$ cat src/rtl/mfp_adc_max10_arbiter_if.sv
// Requester, response and MAX10 ADC sequencer command/response signals of the ADC arbiter.
// master: the arbiter side; slave: requesters plus ADC.
interface mfp_adc_max10_arbiter_if #(
    parameter int unsigned REQ_COUNT = 2,
    parameter int unsigned CH_WIDTH  = 5
);
    logic [REQ_COUNT-1:0]          REQ_Valid;
    logic [REQ_COUNT*CH_WIDTH-1:0] REQ_Channel;
    logic [REQ_COUNT-1:0]          REQ_Ready;
    logic [REQ_COUNT-1:0]          RSP_Valid;
    logic [CH_WIDTH-1:0]           RSP_Channel;
    logic [11:0]                   RSP_Data;
    logic                          ADC_C_Valid;
    logic [4:0]                    ADC_C_Channel;
    logic                          ADC_C_SOP;
    logic                          ADC_C_EOP;
    logic                          ADC_C_Ready;
    logic                          ADC_R_Valid;
    logic [4:0]                    ADC_R_Channel;
    logic [11:0]                   ADC_R_Data;

    modport master (
        input  REQ_Valid, REQ_Channel, ADC_C_Ready, ADC_R_Valid, ADC_R_Channel, ADC_R_Data,
        output REQ_Ready, RSP_Valid, RSP_Channel, RSP_Data,
               ADC_C_Valid, ADC_C_Channel, ADC_C_SOP, ADC_C_EOP
    );

    modport slave (
        output REQ_Valid, REQ_Channel, ADC_C_Ready, ADC_R_Valid, ADC_R_Channel, ADC_R_Data,
        input  REQ_Ready, RSP_Valid, RSP_Channel, RSP_Data,
               ADC_C_Valid, ADC_C_Channel, ADC_C_SOP, ADC_C_EOP
    );
endinterface

$ cat src/rtl/mfp_adc_max10_arbiter.sv
// Round-robin arbiter sharing one MAX10 ADC sequencer between REQ_COUNT requesters;
// an in-order tag FIFO routes each result back to the requester that ordered it.
module mfp_adc_max10_arbiter #(
    parameter int unsigned REQ_COUNT  = 2,
    parameter int unsigned FIFO_DEPTH = 4,
    parameter int unsigned CH_WIDTH   = 5
) (
    input  logic                        CLK,
    input  logic                        RESETn,
    mfp_adc_max10_arbiter_if.master     bus,
    output logic                        Busy,
    output logic                        Err,
    input  logic                        ErrClear
);

    localparam int unsigned IDX_W    = (REQ_COUNT > 1) ? $clog2(REQ_COUNT) : 1;
    localparam int unsigned PTR_W    = (FIFO_DEPTH > 1) ? $clog2(FIFO_DEPTH) : 1;
    localparam int unsigned CNT_W    = PTR_W + 1;
    localparam int unsigned ADC_CH_W = 5;

    typedef enum logic {
        S_IDLE = 1'b0,
        S_CMD  = 1'b1
    } state_t;

    typedef struct packed {
        logic [IDX_W-1:0]    req;
        logic [CH_WIDTH-1:0] ch;
    } tag_t;

    state_t                 state_q, state_d;
    logic [IDX_W-1:0]       rr_q, rr_d;
    logic [IDX_W-1:0]       grant_q, grant_d;
    logic [CH_WIDTH-1:0]    chan_q, chan_d;
    logic [PTR_W-1:0]       wr_ptr_q, rd_ptr_q;
    logic [CNT_W-1:0]       count_q;
    tag_t                   fifo_q [FIFO_DEPTH];
    logic                   err_q, err_d;
    logic [REQ_COUNT-1:0]   rsp_valid_q, rsp_valid_d;
    logic [CH_WIDTH-1:0]    rsp_ch_q;
    logic [11:0]            rsp_data_q;

    logic                   push, pop, err_set, full;
    logic                   scan_hit;
    logic [IDX_W-1:0]       scan_idx;
    int unsigned            scan_pos;
    tag_t                   head;
    logic [REQ_COUNT-1:0]   req_ready_c;

    // First asserted requester at or above the RR pointer, wrapping.
    always_comb begin
        scan_hit = 1'b0;
        scan_idx = '0;
        scan_pos = 0;
        for (int unsigned off = 0; off < REQ_COUNT; off++) begin
            scan_pos = 32'(rr_q) + off;
            if (scan_pos >= REQ_COUNT) begin
                scan_pos = scan_pos - REQ_COUNT;
            end
            if (!scan_hit && bus.REQ_Valid[IDX_W'(scan_pos)]) begin
                scan_hit = 1'b1;
                scan_idx = IDX_W'(scan_pos);
            end
        end
    end

    // Full check is on the registered count: a same-cycle pop does not free a slot yet.
    always_comb begin
        state_d     = state_q;
        rr_d        = rr_q;
        grant_d     = grant_q;
        chan_d      = chan_q;
        push        = 1'b0;
        req_ready_c = '0;
        full        = (count_q == CNT_W'(FIFO_DEPTH));
        case (state_q)
            S_IDLE: begin
                if (scan_hit && !full) begin
                    grant_d = scan_idx;
                    chan_d  = bus.REQ_Channel[32'(scan_idx) * CH_WIDTH +: CH_WIDTH];
                    state_d = S_CMD;
                end
            end
            S_CMD: begin
                if (bus.ADC_C_Ready) begin
                    push                 = 1'b1;
                    req_ready_c[grant_q] = 1'b1;
                    rr_d    = (grant_q == IDX_W'(REQ_COUNT - 1)) ? '0 : IDX_W'(grant_q + 1'b1);
                    state_d = S_IDLE;
                end
            end
            default: state_d = S_IDLE;
        endcase
    end

    // Response routing and protocol error detection.
    always_comb begin
        head        = fifo_q[rd_ptr_q];
        pop         = bus.ADC_R_Valid && (count_q != '0);
        err_set     = bus.ADC_R_Valid &&
                      ((count_q == '0) || (ADC_CH_W'(head.ch) != bus.ADC_R_Channel));
        rsp_valid_d = '0;
        if (pop) begin
            rsp_valid_d[head.req] = 1'b1;
        end
        err_d = err_set ? 1'b1 : (ErrClear ? 1'b0 : err_q);
    end

    always_ff @(posedge CLK) begin
        if (!RESETn) begin
            state_q     <= S_IDLE;
            rr_q        <= '0;
            grant_q     <= '0;
            chan_q      <= '0;
            wr_ptr_q    <= '0;
            rd_ptr_q    <= '0;
            count_q     <= '0;
            err_q       <= 1'b0;
            rsp_valid_q <= '0;
            rsp_ch_q    <= '0;
            rsp_data_q  <= '0;
        end else begin
            state_q     <= state_d;
            rr_q        <= rr_d;
            grant_q     <= grant_d;
            chan_q      <= chan_d;
            err_q       <= err_d;
            rsp_valid_q <= rsp_valid_d;
            if (push) begin
                wr_ptr_q <= wr_ptr_q + 1'b1;
            end
            if (pop) begin
                rd_ptr_q   <= rd_ptr_q + 1'b1;
                rsp_ch_q   <= CH_WIDTH'(bus.ADC_R_Channel);
                rsp_data_q <= bus.ADC_R_Data;
            end
            if (push && !pop) begin
                count_q <= count_q + 1'b1;
            end else if (!push && pop) begin
                count_q <= count_q - 1'b1;
            end
        end
    end

    // Tag storage needs no reset: the pointers and count define what is valid.
    always_ff @(posedge CLK) begin
        if (RESETn && push) begin
            fifo_q[wr_ptr_q] <= '{req: grant_q, ch: chan_q};
        end
    end

    assign bus.REQ_Ready     = req_ready_c;
    assign bus.RSP_Valid     = rsp_valid_q;
    assign bus.RSP_Channel   = rsp_ch_q;
    assign bus.RSP_Data      = rsp_data_q;
    assign bus.ADC_C_Valid   = (state_q == S_CMD);
    assign bus.ADC_C_SOP     = (state_q == S_CMD);
    assign bus.ADC_C_EOP     = (state_q == S_CMD);
    assign bus.ADC_C_Channel = ADC_CH_W'(chan_q);
    assign Busy              = (state_q != S_IDLE) || (count_q != '0);
    assign Err               = err_q;

endmodule

$ cat src/flat_wrapper.sv
// flat-port wrapper written by rule: the top's interface ports become plain ports
module mfp_adc_max10_arbiter_flat 
#(
    parameter int unsigned REQ_COUNT  = 2,
    parameter int unsigned FIFO_DEPTH = 4,
    parameter int unsigned CH_WIDTH   = 5
)
  (CLK, RESETn, Busy, Err, ErrClear, bus_REQ_Valid, bus_REQ_Channel, bus_ADC_C_Ready, bus_ADC_R_Valid, bus_ADC_R_Channel, bus_ADC_R_Data, bus_REQ_Ready, bus_RSP_Valid, bus_RSP_Channel, bus_RSP_Data, bus_ADC_C_Valid, bus_ADC_C_Channel, bus_ADC_C_SOP, bus_ADC_C_EOP);
  mfp_adc_max10_arbiter_if #(.REQ_COUNT(REQ_COUNT), .CH_WIDTH(CH_WIDTH)) bus_i ();
  input  logic CLK;
  input  logic RESETn;
  output logic Busy;
  output logic Err;
  input  logic ErrClear;
  input wire logic [$bits(bus_i.REQ_Valid)-1:0] bus_REQ_Valid;
  input wire logic [$bits(bus_i.REQ_Channel)-1:0] bus_REQ_Channel;
  input wire logic [$bits(bus_i.ADC_C_Ready)-1:0] bus_ADC_C_Ready;
  input wire logic [$bits(bus_i.ADC_R_Valid)-1:0] bus_ADC_R_Valid;
  input wire logic [$bits(bus_i.ADC_R_Channel)-1:0] bus_ADC_R_Channel;
  input wire logic [$bits(bus_i.ADC_R_Data)-1:0] bus_ADC_R_Data;
  output wire logic [$bits(bus_i.REQ_Ready)-1:0] bus_REQ_Ready;
  output wire logic [$bits(bus_i.RSP_Valid)-1:0] bus_RSP_Valid;
  output wire logic [$bits(bus_i.RSP_Channel)-1:0] bus_RSP_Channel;
  output wire logic [$bits(bus_i.RSP_Data)-1:0] bus_RSP_Data;
  output wire logic [$bits(bus_i.ADC_C_Valid)-1:0] bus_ADC_C_Valid;
  output wire logic [$bits(bus_i.ADC_C_Channel)-1:0] bus_ADC_C_Channel;
  output wire logic [$bits(bus_i.ADC_C_SOP)-1:0] bus_ADC_C_SOP;
  output wire logic [$bits(bus_i.ADC_C_EOP)-1:0] bus_ADC_C_EOP;
  assign bus_i.REQ_Valid = bus_REQ_Valid;
  assign bus_i.REQ_Channel = bus_REQ_Channel;
  assign bus_i.ADC_C_Ready = bus_ADC_C_Ready;
  assign bus_i.ADC_R_Valid = bus_ADC_R_Valid;
  assign bus_i.ADC_R_Channel = bus_ADC_R_Channel;
  assign bus_i.ADC_R_Data = bus_ADC_R_Data;
  assign bus_REQ_Ready = bus_i.REQ_Ready;
  assign bus_RSP_Valid = bus_i.RSP_Valid;
  assign bus_RSP_Channel = bus_i.RSP_Channel;
  assign bus_RSP_Data = bus_i.RSP_Data;
  assign bus_ADC_C_Valid = bus_i.ADC_C_Valid;
  assign bus_ADC_C_Channel = bus_i.ADC_C_Channel;
  assign bus_ADC_C_SOP = bus_i.ADC_C_SOP;
  assign bus_ADC_C_EOP = bus_i.ADC_C_EOP;
  mfp_adc_max10_arbiter #(.REQ_COUNT(REQ_COUNT), .FIFO_DEPTH(FIFO_DEPTH), .CH_WIDTH(CH_WIDTH)) u_core (.CLK(CLK), .RESETn(RESETn), .bus(bus_i), .Busy(Busy), .Err(Err), .ErrClear(ErrClear));
endmodule
$ cat config.mk
export PLATFORM = sky130hd
export DESIGN_NAME = mfp_adc_max10_arbiter_flat
export DESIGN_NICKNAME = d
export VERILOG_FILES = /design/src/rtl/mfp_adc_max10_arbiter_if.sv /design/src/rtl/mfp_adc_max10_arbiter.sv /design/src/flat_wrapper.sv
export SDC_FILE = /design/constraint.sdc
export NUM_CORES = 1
export LEC_CHECK = 0
export BUFFER_PORTS_ARGS = -buffer_cell sky130_fd_sc_hd__buf_2
export CORE_UTILIZATION = 46
export CTS_CLUSTER_SIZE = 25
export DETAILED_ROUTE_END_ITERATION = 7
export PLACE_DENSITY = 0.82
export SLEW_MARGIN = 10
export SYNTH_ARGS = -nofsm -noshare
export SYNTH_HDL_FRONTEND = slang
export SYNTH_SLANG_ARGS = --single-unit
$ cat constraint.sdc
create_clock -name CLK -period 2.2 [get_ports CLK]
set_clock_uncertainty 0.1 [all_clocks]
set_input_delay 0.11 -clock CLK [delete_from_list [all_inputs] [get_ports CLK]]
set_output_delay 0.11 -clock CLK [all_outputs]
set_load 0.005 [all_outputs]
Word-level counts from Yosys, hierarchy flattened
Memories as Yosys holds them, arrays and structs flattened. A register that Yosys moved wholly into a read port is not among the register bits.
Cells that the tools add are included.
W data, S select, Z words.
{"block": "word_totals", "ff_bits": 35, "ram_bits": 24, "in_bits": 34, "output_inout_bits": 31, "elab_cells": 85, "mem_count": 1}
{"block": "classes", "n_addsub": 8, "multipliers": 1, "magnitude_cmp": 8, "n_eq_ne": 2, "shift": 1, "mux": 30, "n_bitwise": 1, "reduce_logical": 22}
{"memory": "u_core.fifo_q", "words": 4, "width": 6, "rd": 1, "rd_ports_with_merged_regs": 1, "write_ports": 1, "line_no": "mfp_adc_max10_arbiter.sv:37", "rtl": "tag_t fifo_q [FIFO_DEPTH];"}
{"operator": "$mux W1", "n": 21}
{"operator": "$shiftx A10 B5 Y5", "n": 1}
{"operator": "$logic_and A1 B1 Y1", "n": 9}
{"operator": "$lt A1 B2 Y1 const B", "n": 4}
{"operator": "$mux W2", "n": 4}
{"operator": "$mux W3", "n": 2}
{"operator": "$reduce_and A2 Y1", "n": 3}
{"operator": "$ne A5 B5 Y1", "n": 1}
{"operator": "$add A2 B1 Y2 const B", "n": 2}
{"operator": "$logic_not A1 Y1", "n": 4}
{"operator": "$mul A1 B3 Y4 const B", "n": 1}
{"operator": "$reduce_bool A2 Y1", "n": 2}
{"operator": "$add A3 B1 Y3 const B", "n": 1}
{"operator": "$eq A3 B3 Y1 const B", "n": 1}
{"operator": "$logic_not A3 Y1", "n": 1}
{"operator": "$reduce_bool A3 Y1", "n": 1}
{"operator": "$sub A3 B1 Y3 const B", "n": 1}
{"operator": "$add A1 B1 Y2 const B", "n": 1}
{"operator": "$demux W1 S1", "n": 2}
{"operator": "$ge A1 B1 Y1 const B", "n": 2}
{"operator": "$ge A1 B2 Y1 const B", "n": 1}
{"operator": "$ge A2 B2 Y1 const B", "n": 1}
{"operator": "$logic_or A1 B1 Y1", "n": 2}
{"operator": "$pmux W1 S2", "n": 1}
{"operator": "other kinds (3)", "n": 4}

Longest topological paths before layout
Gate-level depths: netlist of run 1.
{"block": "depth", "word_depth": 11, "depth_mapped": 9, "depth_no_buf": 8}

Least setup slack after synthesis of run 1
No wires, ideal clock.
{"block": "synth_path", "path_kind": "flip-flop to flip-flop", "from": "register u_core.count_q[0]", "to": "register u_core.count_q[2]", "setup_time_ns": 0.071, "t_arrival_ns": 2.228, "required_time_ns": 2.029, "slack_ns": -0.199, "path_stages_with_launch": 10, "path_buffers": 1, "synth_period_minus_slack_ns": 2.399, "cell_sequence": "dfxtp_1 o31a_1 clkinv_1 buf_2 ha_1 inv_1 fa_1 xor2_1 or3_1 a21oi_1"}
{"block": "synth_between", "elab_chain_len": 5, "word_cells_on_any_way": 10, "cone_classes": "add/sub (2); mux (2); reduce/logical (6)"}
{"element": "start, declared", "line_no": "mfp_adc_max10_arbiter.sv:36", "rtl": "logic [CNT_W-1:0] count_q;"}
{"element": "start signal, assigned", "line_no": "mfp_adc_max10_arbiter.sv:138", "rtl": "count_q <= count_q + 1'b1;"}
{"element": "start signal, assigned", "line_no": "mfp_adc_max10_arbiter.sv:140", "rtl": "count_q <= count_q - 1'b1;"}
{"element": "parallel branches: the longest is 5 deep, another holds $sub A3 B1 Y3"}
Several ways; the timed one is not identified. The select of a mux whose other input is x is not followed.
A chain may end at the register's enable or synchronous reset.

Worst setup path after layout of run 1
{"block": "layout_path", "from": "register u_core.count_q[2]", "to": "register u_core.count_q[2]"}
Same word-level chain as after synthesis.

==> results of run 1 <==
## flip-flops by register name, summed over array words and instances (netlist names), named ones only
signal and count:
u_core.Err 1, u_core.bus.RSP_Data 12, u_core.grant_q 1, u_core.count_q 3, u_core.bus.RSP_Valid 2, u_core.wr_ptr_q 2
u_core.bus.ADC_C_EOP 1, u_core.bus.ADC_C_Channel 5, u_core.rr_q 1, u_core.bus.RSP_Channel 5, u_core.rd_ptr_q 2, u_core.fifo_q 24
## cells by family (layout without fill, tap and decap cells)
logic type,count (synthesis),count (layout),share of synthesized area [%]
flip-flops,61,61,60.5
AO/OA/AOI/OAI,31,31,7.61
multiplexers,13,13,9.47
adder cells (fa/ha/maj),6,6,3.42
buffers and inverters,19,118,3.68
AND/OR/NAND/NOR,69,69,11.8
XOR/XNOR,10,10,3.62
## power groups by stage
stage | Clock, mW | Sequential (mW) | Combinational [mW]
2_1_floorplan | 0 | 1.48 | 0.533
3_3_place_gp | 0 | 1.47 | 0.782
3_5_place_dp | 0 | 1.49 | 0.802
4_1_cts | 1.08 | 1.46 | 0.839
5_1_grt | 1.12 | 1.49 | 0.947
6_report | 1.06 | 1.46 | 0.840
## worst max path at each step
stage / start / endpoint / depth (start not counted)
floorplan: u_core.count_q[1] / u_core.count_q[2] / 9
global placement: u_core.count_q[2] / u_core.count_q[2] / 8
detailed placement: u_core.count_q[2] / u_core.count_q[2] / 8
CTS: u_core.count_q[2] / u_core.count_q[2] / 8
global route: u_core.count_q[2] / u_core.count_q[2] / 8
finish: u_core.count_q[2] / u_core.count_q[2] / 8
## cell usage after synthesis, drive strengths merged
cell,n,area (um^2)
buf,5,36.3
clkbuf,5,18.8
and3,5,31.3
a211oi,6,45.0
a21oi,20,100
nand4,1,6.26
nand2,39,146
edfxtp,24,721
inv,7,26.3
xnor2,7,61.3
nor2,19,71.3
mux4,6,158
o21ai,3,18.8
nor2b,1,6.26
fa,1,20.0
ha,5,62.6
nor3,2,10.0
dfxtp,37,741
o31a,1,8.76
mux2,1,11.3
nand2b,1,6.26
clkinv,2,7.51
o221a,1,11.3
mux2i,6,60.1
or3,1,6.26
xor2,3,26.3
## routing by layer
layer	routed length (um)	GRT usage, %
met1	2170	20.4
met2	2210	31.7
met3	262	6.10
met4	74	9.43
met5	0	0
## through the flow
stage / hold WS (ns) / worst slack, ns / cell area (um^2) / total power, mW
2_1_floorplan: 0.146 / 0.0273 / 2440 / 2.01
3_3_place_gp: 0.254 / 0.196 / 2850 / 2.25
3_5_place_dp: 0.257 / 0.0994 / 2850 / 2.29
4_1_cts: 0.00507 / 0.0815 / 3270 / 3.38
5_1_grt: 0.0337 / 0.0203 / 3280 / 3.56
6_report: 0.0136 / 0.0823 / 3280 / 3.37
## repair_timing
| item | in CTS | in global routing |
|---|---|---|
| resized for setup | 0 | 1 |
| hold endpoints to repair | 21 | 0 |
| hold buffers | 21 | 0 |
| endpoints found under the setup margin | 0 | 1 |
## cell usage in the layout, fill, tap and decap left out, drive strengths merged
cell	instances
bufinv	2
xnor2	7
a211oi	6
o221a	1
a21oi	20
nor2b	1
o31a	1
and3	5
nor2	19
clkinv	5
nand2b	1
mux2i	6
nand4	1
o21ai	3
ha	5
nor3	2
nand2	39
or3	1
xor2	3
clkbuf	11
buf	72
mux4	6
inv	7
mux2	1
dfxtp	37
dlygate4sd3	21
edfxtp	24
fa	1
## layout make-up
type / instances / share of cell area [%]
clock inverter: 5 / 2.25
clock buffer: 11 / 4.32
multi-input combinational: 129 / 27.0
inverter: 9 / 1.07
sequential: 61 / 44.6
tap: 70 / 2.67
timing repair buffer: 93 / 18.0
## worst reg2reg max path, cell delays in order, from the launching register on
cell	delay [ns]
dfxtp_1	0.35
o31a_1	0.34
clkinv_2	0.08
ha_4	0.13
inv_1	0.05
fa_2	0.37
xor2_1	0.15
or3_1	0.33
a21oi_2	0.15
==> results.md, run 1 <==
* CTS tree: built
* Layout net count at 343
* Top Family by Delay on Critical Path: adder cells
* Wire length per cell at 12.5 um
* Worst reg-to-reg path cell count at 8
* Clk Tree Root Cell: clkbuf_8
* Final period utilization at 96.3%
* Slew headroom at 71.9%
* Post-DP HPWL at 3050 um
* Buf/Inv on CP at 2
* IO Count at 65
* Status: finished, final reports clean
* DR iter-0 viols at 64
* Postcts setup bufs at 0
* Vias after detailed routing at 1771
* Switching power at 941 uW
* Final setup viols at 0
* H-tree depth at 3
* Initial Util at 47.6%
* Residual DRC at 0
* WS Path Type: reg2reg
* CP Capture Type: register
* R2R Setup Slk at 0.08 ns
* Slowest stage delay, CP at 0.37 ns
* Die footprint at 5550 um^2
* Startpoint Class: register
* Seq pwr share at 43.5%
* Syn_nets at 249
* Max cap viols at 0
* Sw Ratio at 27.9%
* Cells along the critical path: o31a_1 -> clkinv_2 -> ha_4 -> inv_1 -> fa_2 -> xor2_1 -> or3_1 -> a21oi_2
* Core Util, Final at 64.5%
* Pint at 2.43 mW
* RR Startpoint: u_core.count_q[2]
* Clock buffer depth at 2
* Synth Instances at 209
* DR vias/cell at 4.69
* Post-Syn Area at 2420 um^2
* Hold path endpoint: u_core.bus.ADC_C_Channel[2]
* GP Congestion at 0.724
* Clk Latency, worst-skew pair at 0.33 ns
* Critical path fanouts, max at 5
* First-pass GRT wire length at 7330 um
* Reg-to-reg critical path endpoint: u_core.count_q[2]
* CP arrival at 2.28 ns
* Non-Filler Instances at 378
* Netlist cell types at 29
* Fillers at 387
* Mapped Avg Cell Area at 11.6 um^2
* Layout area overhead at 35.5%
* Combinational power share at 25.0%
* Worst slew pin tran at 0.419 ns
* RSZ-0062 raised after global routing: no
* Cell count of the worst hold path at 3
* Critical path's slowest cell: fa_2
* Tot GR Track Use at 18.5%
* Fin Setup TNS at 0 ns
* Ant diodes at 0
* Die W at 74.5 um
* Hold Path Origin: bus_REQ_Channel[7]
* Detailed Route WL at 4720 um
* Core region area at 5070 um^2
* Slew Viols, Final at 0
* Vias in the first global route at 1660
* Post-layout min period at 2.12 ns
* Antenna violations before repair at 0
* # rows at 26
* Drt pass-1 iters at 4
* Die H at 74.5 um
* Share of the yosys chip area belonging to registers at 60.5%
* CTS buffer count at 9
* Clk slew on worst S/H paths at 0.06 ns
* Largest net degree at the start of global routing at 34
* Maximum vdd ir drop at 575 uV
* Worst Hold Class: in2reg
* CP required at 2.37 ns
* PD cells at 1030 nW/um^2
* Hold Vio Cnt, Final at 0
* Sequential cell area at 1460 um^2
* Pleak at 1.41 nW
* Sink Count at 61
* Port Buf Inserts at 64
* Clk pwr share at 31.5%
* Flops & latches, synth at 61
* Footprint of the multi-input gates at 886 um^2
* Fmax at 0.472 GHz
* Layout cells sized above 1 at 29.9%
* ANT nets after route at 0
* Synth Warn # at 0
* Cells after DPL at 341
* Gr ovfl total at 0
(Power assumes the default switching activity.)
==> inputs of run 2 (changes only) <==
==> constraint.sdc (replaced) <==
create_clock -name CLK -period 2.2 [get_ports CLK]
set_clock_uncertainty 0.1 [all_clocks]
set_input_delay 0.33 -clock CLK [delete_from_list [all_inputs] [get_ports CLK]]
set_output_delay 0.33 -clock CLK [all_outputs]
set_load 0.005 [all_outputs]
==> run 2 against run 1 <==
  * Global-route usage fell by 2.5 points
  * Count of clock-buffer cells in the layout rose by 2
  * Via count fell by 4.7%
  * Maximum frequency rose by 1.8%
  * Non-clock buffer count fell by 20
  * Die area did not move
  * Critical endpoint unchanged
  * Largest power group unchanged
  * Highest routed layer unchanged
==> results.md, run 2 (synthesized netlist as in run 1, its figures left out) <==
* # rows at 26
* Clk pwr share at 25.6%
* Die footprint at 5550 um^2
* Core region area at 5070 um^2
* Postcts setup bufs at 0
* Fin area at 3020 um^2
* Startpoint Class: register
* Worst setup margin at 0.120 ns
* Seq pwr share at 47.7%
* Buf/Inv on CP at 2
* GP Congestion at 0.775
* Initial Util at 47.6%
* DR iter-0 viols at 43
* Worst Hold Class: in2reg
* Non-Filler Instances at 358
* Slew Viols, Final at 0
* Ant diodes at 0
* Clk slew on worst S/H paths at 0.06 ns
* Critical path fanouts, max at 2
* Post-DP HPWL at 3120 um
* Cells along the critical path: o31a_1 -> clkinv_2 -> ha_4 -> inv_1 -> fa_2 -> xor2_1 -> or3_1 -> a21oi_2
* WS Path Type: reg2reg
* Clk Tree Root Cell: clkbuf_8
* CTS Hold Bufs at 0
* Slew headroom at 66.3%
* Post-layout min period at 2.08 ns
* ANT nets after route at 0
* H-tree depth at 3
* Commonest non-fill, non-tap cell in the layout: buf_2
* Post_cts resized at 0
* Hold Vio Cnt, Final at 0
* PD cells at 1010 nW/um^2
* IO Count at 65
* Tot GR Track Use at 16.0%
* Cell Area, Placed at 2870 um^2
* Residual DRC at 0
* Largest net degree at the start of global routing at 22
* Most flops, register: u_core.fifo_q
* Final period utilization at 94.5%
* Fmax at 0.481 GHz
* CP Capture Type: register
* Layout area overhead at 25.1%
* Antenna violations before repair at 0
* Port Buf Inserts at 64
* Top Family by Delay on Critical Path: adder cells
* Power, Total at 3.06 mW
* Layout cells sized above 1 at 31.3%
* Worst slew pin tran at 0.506 ns
* Wire length per cell at 11.7 um
* Clock buffer depth at 2
* Largest register FFs at 24
* Pint at 2.15 mW
* Fillers at 458
* Final setup viols at 0
* Die W at 74.5 um
* Vias after detailed routing at 1687
* Layout net count at 323
* Core Util, Final at 59.6%
* Detailed Route WL at 4190 um
* RSZ-0062 raised after global routing: no
* Status: finished, final reports clean
* Pre-CTS WS at 0.0949 ns
* Gr ovfl total at 0
* Switching power at 905 uW
* CP arrival at 2.23 ns
* Sink Count at 61
* Cells after DPL at 342
* Fin Setup TNS at 0 ns
* Critical path's slowest cell: fa_2
* Maximum vdd ir drop at 500 uV
* CTS tree: built
* Drt pass-1 iters at 4
* Commonest non-fill, non-tap cells in the layout: 64 x buf_2, 39 x nand2_1, 37 x dfxtp_1, 24 x edfxtp_1
* DR vias/cell at 4.71
* Sw Ratio at 29.6%
* CTS buffer count at 9
* Clk Latency, worst-skew pair at 0.32 ns
* First-pass GRT wire length at 6370 um
* Die H at 74.5 um
* Hold_ws at 0.140 ns
* CP required at 2.35 ns
* Combinational power share at 26.7%
* Max cap viols at 0
* Pleak at 1.30 nW
* Slowest stage delay, CP at 0.38 ns
* Vias in the first global route at 1466
run 2: changes by cell type in the layout (fill, tap and decap cells not counted), sizes merged:
| cell | previous run | this run |
|---|---|---|
| clkbuf | 11 | 13 |
| buf | 72 | 73 |
| dlygate4sd3 | 21 | 0 |
| bufinv | 2 | 0 |
run 2: area by class of cell:
class,instances,area [um^2],area share [%]
Clock buffer,13,139,4.59
Clock inverter,3,13.8,0.455
Inverter,9,35.0,1.16
Multi-Input combinational cell,129,886,29.3
Sequential cell,61,1460,48.3
Tap cell,70,87.6,2.90
Timing Repair Buffer,73,400,13.2
run 2: routing by layer:
metal	vias to the layer above	wire length, um	share of wire [%]	track usage [%]
met2	63	1940	46	25.8
met1	746	1900	45	18.7
met3	8	286	6.8	5.42
li1	870	-	-	-
met4	0	69	1.6	8.81
met5	-	0	0	0
run 2: final timing paths:
check	from	endpoint	slack, ns	depth (start not counted)
worst max-delay path	u_core.count_q[0]	u_core.count_q[2]	0.12	8
worst min register to register	u_core.bus.RSP_Data[5]	u_core.bus.RSP_Data[5]	0.35	2
worst min-delay path	bus_ADC_R_Data[4]	u_core.bus.RSP_Data[4]	0.14	3
worst max register to register	u_core.count_q[0]	u_core.count_q[2]	0.12	8
run 2: worst min-delay path, stage by stage:
cell and delay, ns:
buf_2 0.09, nand2_1 0.04, a21oi_1 0.05
run 2: power by group through the flow:
stage               Sequential (mW)  Combinational [mW]  Clock (mW)
floorplan                      1.48               0.533           0
global placement               1.47               0.795           0
detailed placement             1.49               0.822           0
CTS                            1.46               0.824       0.804
global route                   1.48               0.928       0.854
finish                         1.46               0.817       0.783
==> inputs of run 3 (changes only) <==
--- a/config.mk
+++ b/config.mk
@@ -6,6 +6,7 @@
 export NUM_CORES = 1
 export LEC_CHECK = 0
 export BUFFER_PORTS_ARGS = -buffer_cell sky130_fd_sc_hd__buf_2
+export CORE_MARGIN = 2
 export CORE_UTILIZATION = 46
 export CTS_CLUSTER_SIZE = 25
 export DETAILED_ROUTE_END_ITERATION = 7
==> run 3 against run 2 <==
  * Non-clock buffer count is the same
  * Register-to-register slack hardly changed
  * Sequential cell count stayed put
  * Worst hold slack is essentially flat
  * Clock power increased by 24%
  * Maximum frequency fell by 0.26%
  * Sequential power hardly changed
  * Utilization rose by 0.64 points
  * Global-route usage up 0.55 points
  * Die area grew 5.4%
  * Critical endpoint unchanged
==> results.md, run 3 (synthesized netlist as in run 1, its figures left out) <==
* Initial Util at 47.6%
* CP required at 2.36 ns
* WS Path Type: reg2reg
* Buf/Inv on CP at 2
* Port Buf Inserts at 64
* Layout net count at 323
* # rows at 26
* Antenna violations before repair at 0
* First-pass GRT wire length at 7500 um
* Core region area at 5070 um^2
* Ant diodes at 0
* Post_cts resized at 0
* Commonest non-fill, non-tap cells in the layout: 64 x buf_2, 39 x nand2_1, 37 x dfxtp_1, 24 x edfxtp_1, 20 x a21oi_1
* Residual DRC at 0
* Worst Hold Class: in2reg
* Worst reg-to-reg path cell count at 8
* Clk pwr share at 30.0%
* Largest net degree at the start of global routing at 21
* ANT nets after route at 0
* IO Count at 65
* CTS Hold Bufs at 0
* Clk slew on worst S/H paths at 0.06 ns
* Slowest stage delay, CP at 0.38 ns
* Die footprint at 5850 um^2
* Hold Vio Cnt, Final at 0
* Vias after detailed routing at 1711
* Clk Latency, worst-skew pair at 0.33 ns
* Sequential cell area at 1460 um^2
* H-tree depth at 3
* Final period utilization at 94.8%
* Critical path's slowest cell: fa_2
* Post-layout min period at 2.08 ns
* Cells along the critical path: o31a_1 -> clkinv_2 -> ha_4 -> inv_1 -> fa_2 -> xor2_1 -> or3_1 -> a21oi_1
* Combinational power share at 25.0%
* Reg-to-reg critical path endpoint: u_core.count_q[2]
* DR vias/cell at 4.78
* Clk Tree Root Cell: clkbuf_8
* Clock buffer depth at 2
* Fillers at 435
* Detailed Route WL at 4480 um
* Layout area overhead at 26.4%
* Largest register FFs at 24
* CP arrival at 2.24 ns
* Final setup viols at 0
* Top Family by Delay on Critical Path: adder cells
* DR iter-0 viols at 61
* Die W at 76.5 um
* Startpoint Class: register
* CTS buffer count at 9
* Crit path launch: u_core.count_q[2]
* Footprint of the multi-input gates at 882 um^2
* Post-DP HPWL at 3270 um
* Gr ovfl total at 0
* Pleak at 1.31 nW
* Worst Setup EP: u_core.count_q[2]
* Slew Viols, Final at 0
* Postcts setup bufs at 0
* Sw Ratio at 28.5%
* PD cells at 1060 nW/um^2
* CP Capture Type: register
* Power, Total at 3.24 mW
* Maximum vdd ir drop at 582 uV
* R2R Setup Slk at 0.12 ns
* Fin Setup TNS at 0 ns
* Tot GR Track Use at 16.5%
* Slew headroom at 74.2%
* Drt pass-1 iters at 4
* RR Startpoint: u_core.count_q[2]
* Fmax at 0.480 GHz
* Pint at 2.32 mW
* Switching power at 923 uW
* Critical path fanouts, max at 5
* Die H at 76.5 um
* GP Congestion at 0.779
* Worst slew pin tran at 0.385 ns
* Most flops, register: u_core.fifo_q
* Max cap viols at 0
* Seq pwr share at 45.0%
* Stages on worst setup path at 8
* CTS tree: built
* RSZ-0062 raised after global routing: no
* Status: finished, final reports clean
* Layout cells sized above 1 at 31.9%
* Vias in the first global route at 1647
* Commonest non-fill, non-tap cell in the layout: buf_2
* Wire length per cell at 12.5 um
* Sink Count at 61
[run 3: layer usage]
metal	up-vias	part of all wire, %	GRT usage, %	wire length [um]
met1	767	43	18.3	1920
met4	0	1.0	6.00	46
li1	876	-	-	-
met5	-	0	0	0
met2	62	49	28.8	2210
met3	6	6.7	6.40	302
[run 3: through the flow]
stage / std cells / utilization (%) / hold WS, ns / worst slack, ns / instance area (um^2)
global route: 358 / 60.2 / 0.127 / 0.0583 / 3060
finish: 358 / 60.2 / 0.140 / 0.115 / 3060
global placement: 342 / 56.2 / 0.338 / 0.190 / 2850
floorplan: 209 / - / 0.353 / 0.0273 / 2440
detailed placement: 342 / 56.2 / 0.345 / 0.129 / 2850
CTS: 358 / 60.2 / 0.125 / 0.117 / 3060
[run 3: how the worst min path moves through the flow]
stage,from,end,cells after the start
global route,bus_ADC_R_Data[3],u_core.bus.RSP_Data[3],3
detailed placement,u_core.bus.RSP_Data[2],u_core.bus.RSP_Data[2],2
floorplan,u_core.bus.RSP_Channel[0],u_core.bus.RSP_Channel[0],2
global placement,u_core.bus.RSP_Data[2],u_core.bus.RSP_Data[2],2
CTS,bus_ADC_R_Data[7],u_core.bus.RSP_Data[7],3
finish,bus_ADC_R_Data[7],u_core.bus.RSP_Data[7],3
[run 3: cell type report]
type / count / share of cell area (%)
Sequential cell: 61 / 47.8
Inverter: 9 / 1.15
Tap cell: 70 / 2.87
Multi-Input combinational cell: 129 / 28.9
Clock buffer: 12 / 5.08
Clock inverter: 4 / 1.52
Timing Repair Buffer: 73 / 12.7
[run 3: power groups by stage]
stage               registers [mW]  clock network, mW  logic, mW
global placement              1.47                  0      0.789
CTS                           1.46              0.995      0.822
floorplan                     1.48                  0      0.533
detailed placement            1.48                  0      0.816
global route                  1.48               1.05      0.906
finish                        1.46              0.973      0.809
[run 3: worst reg2reg max path: stages (launching register included)]
cell      delay [ns]
dfxtp_1         0.35
o31a_1          0.33
clkinv_2        0.08
ha_4            0.14
inv_1           0.05
fa_2            0.38
xor2_1          0.15
or3_1           0.30
a21oi_1         0.14
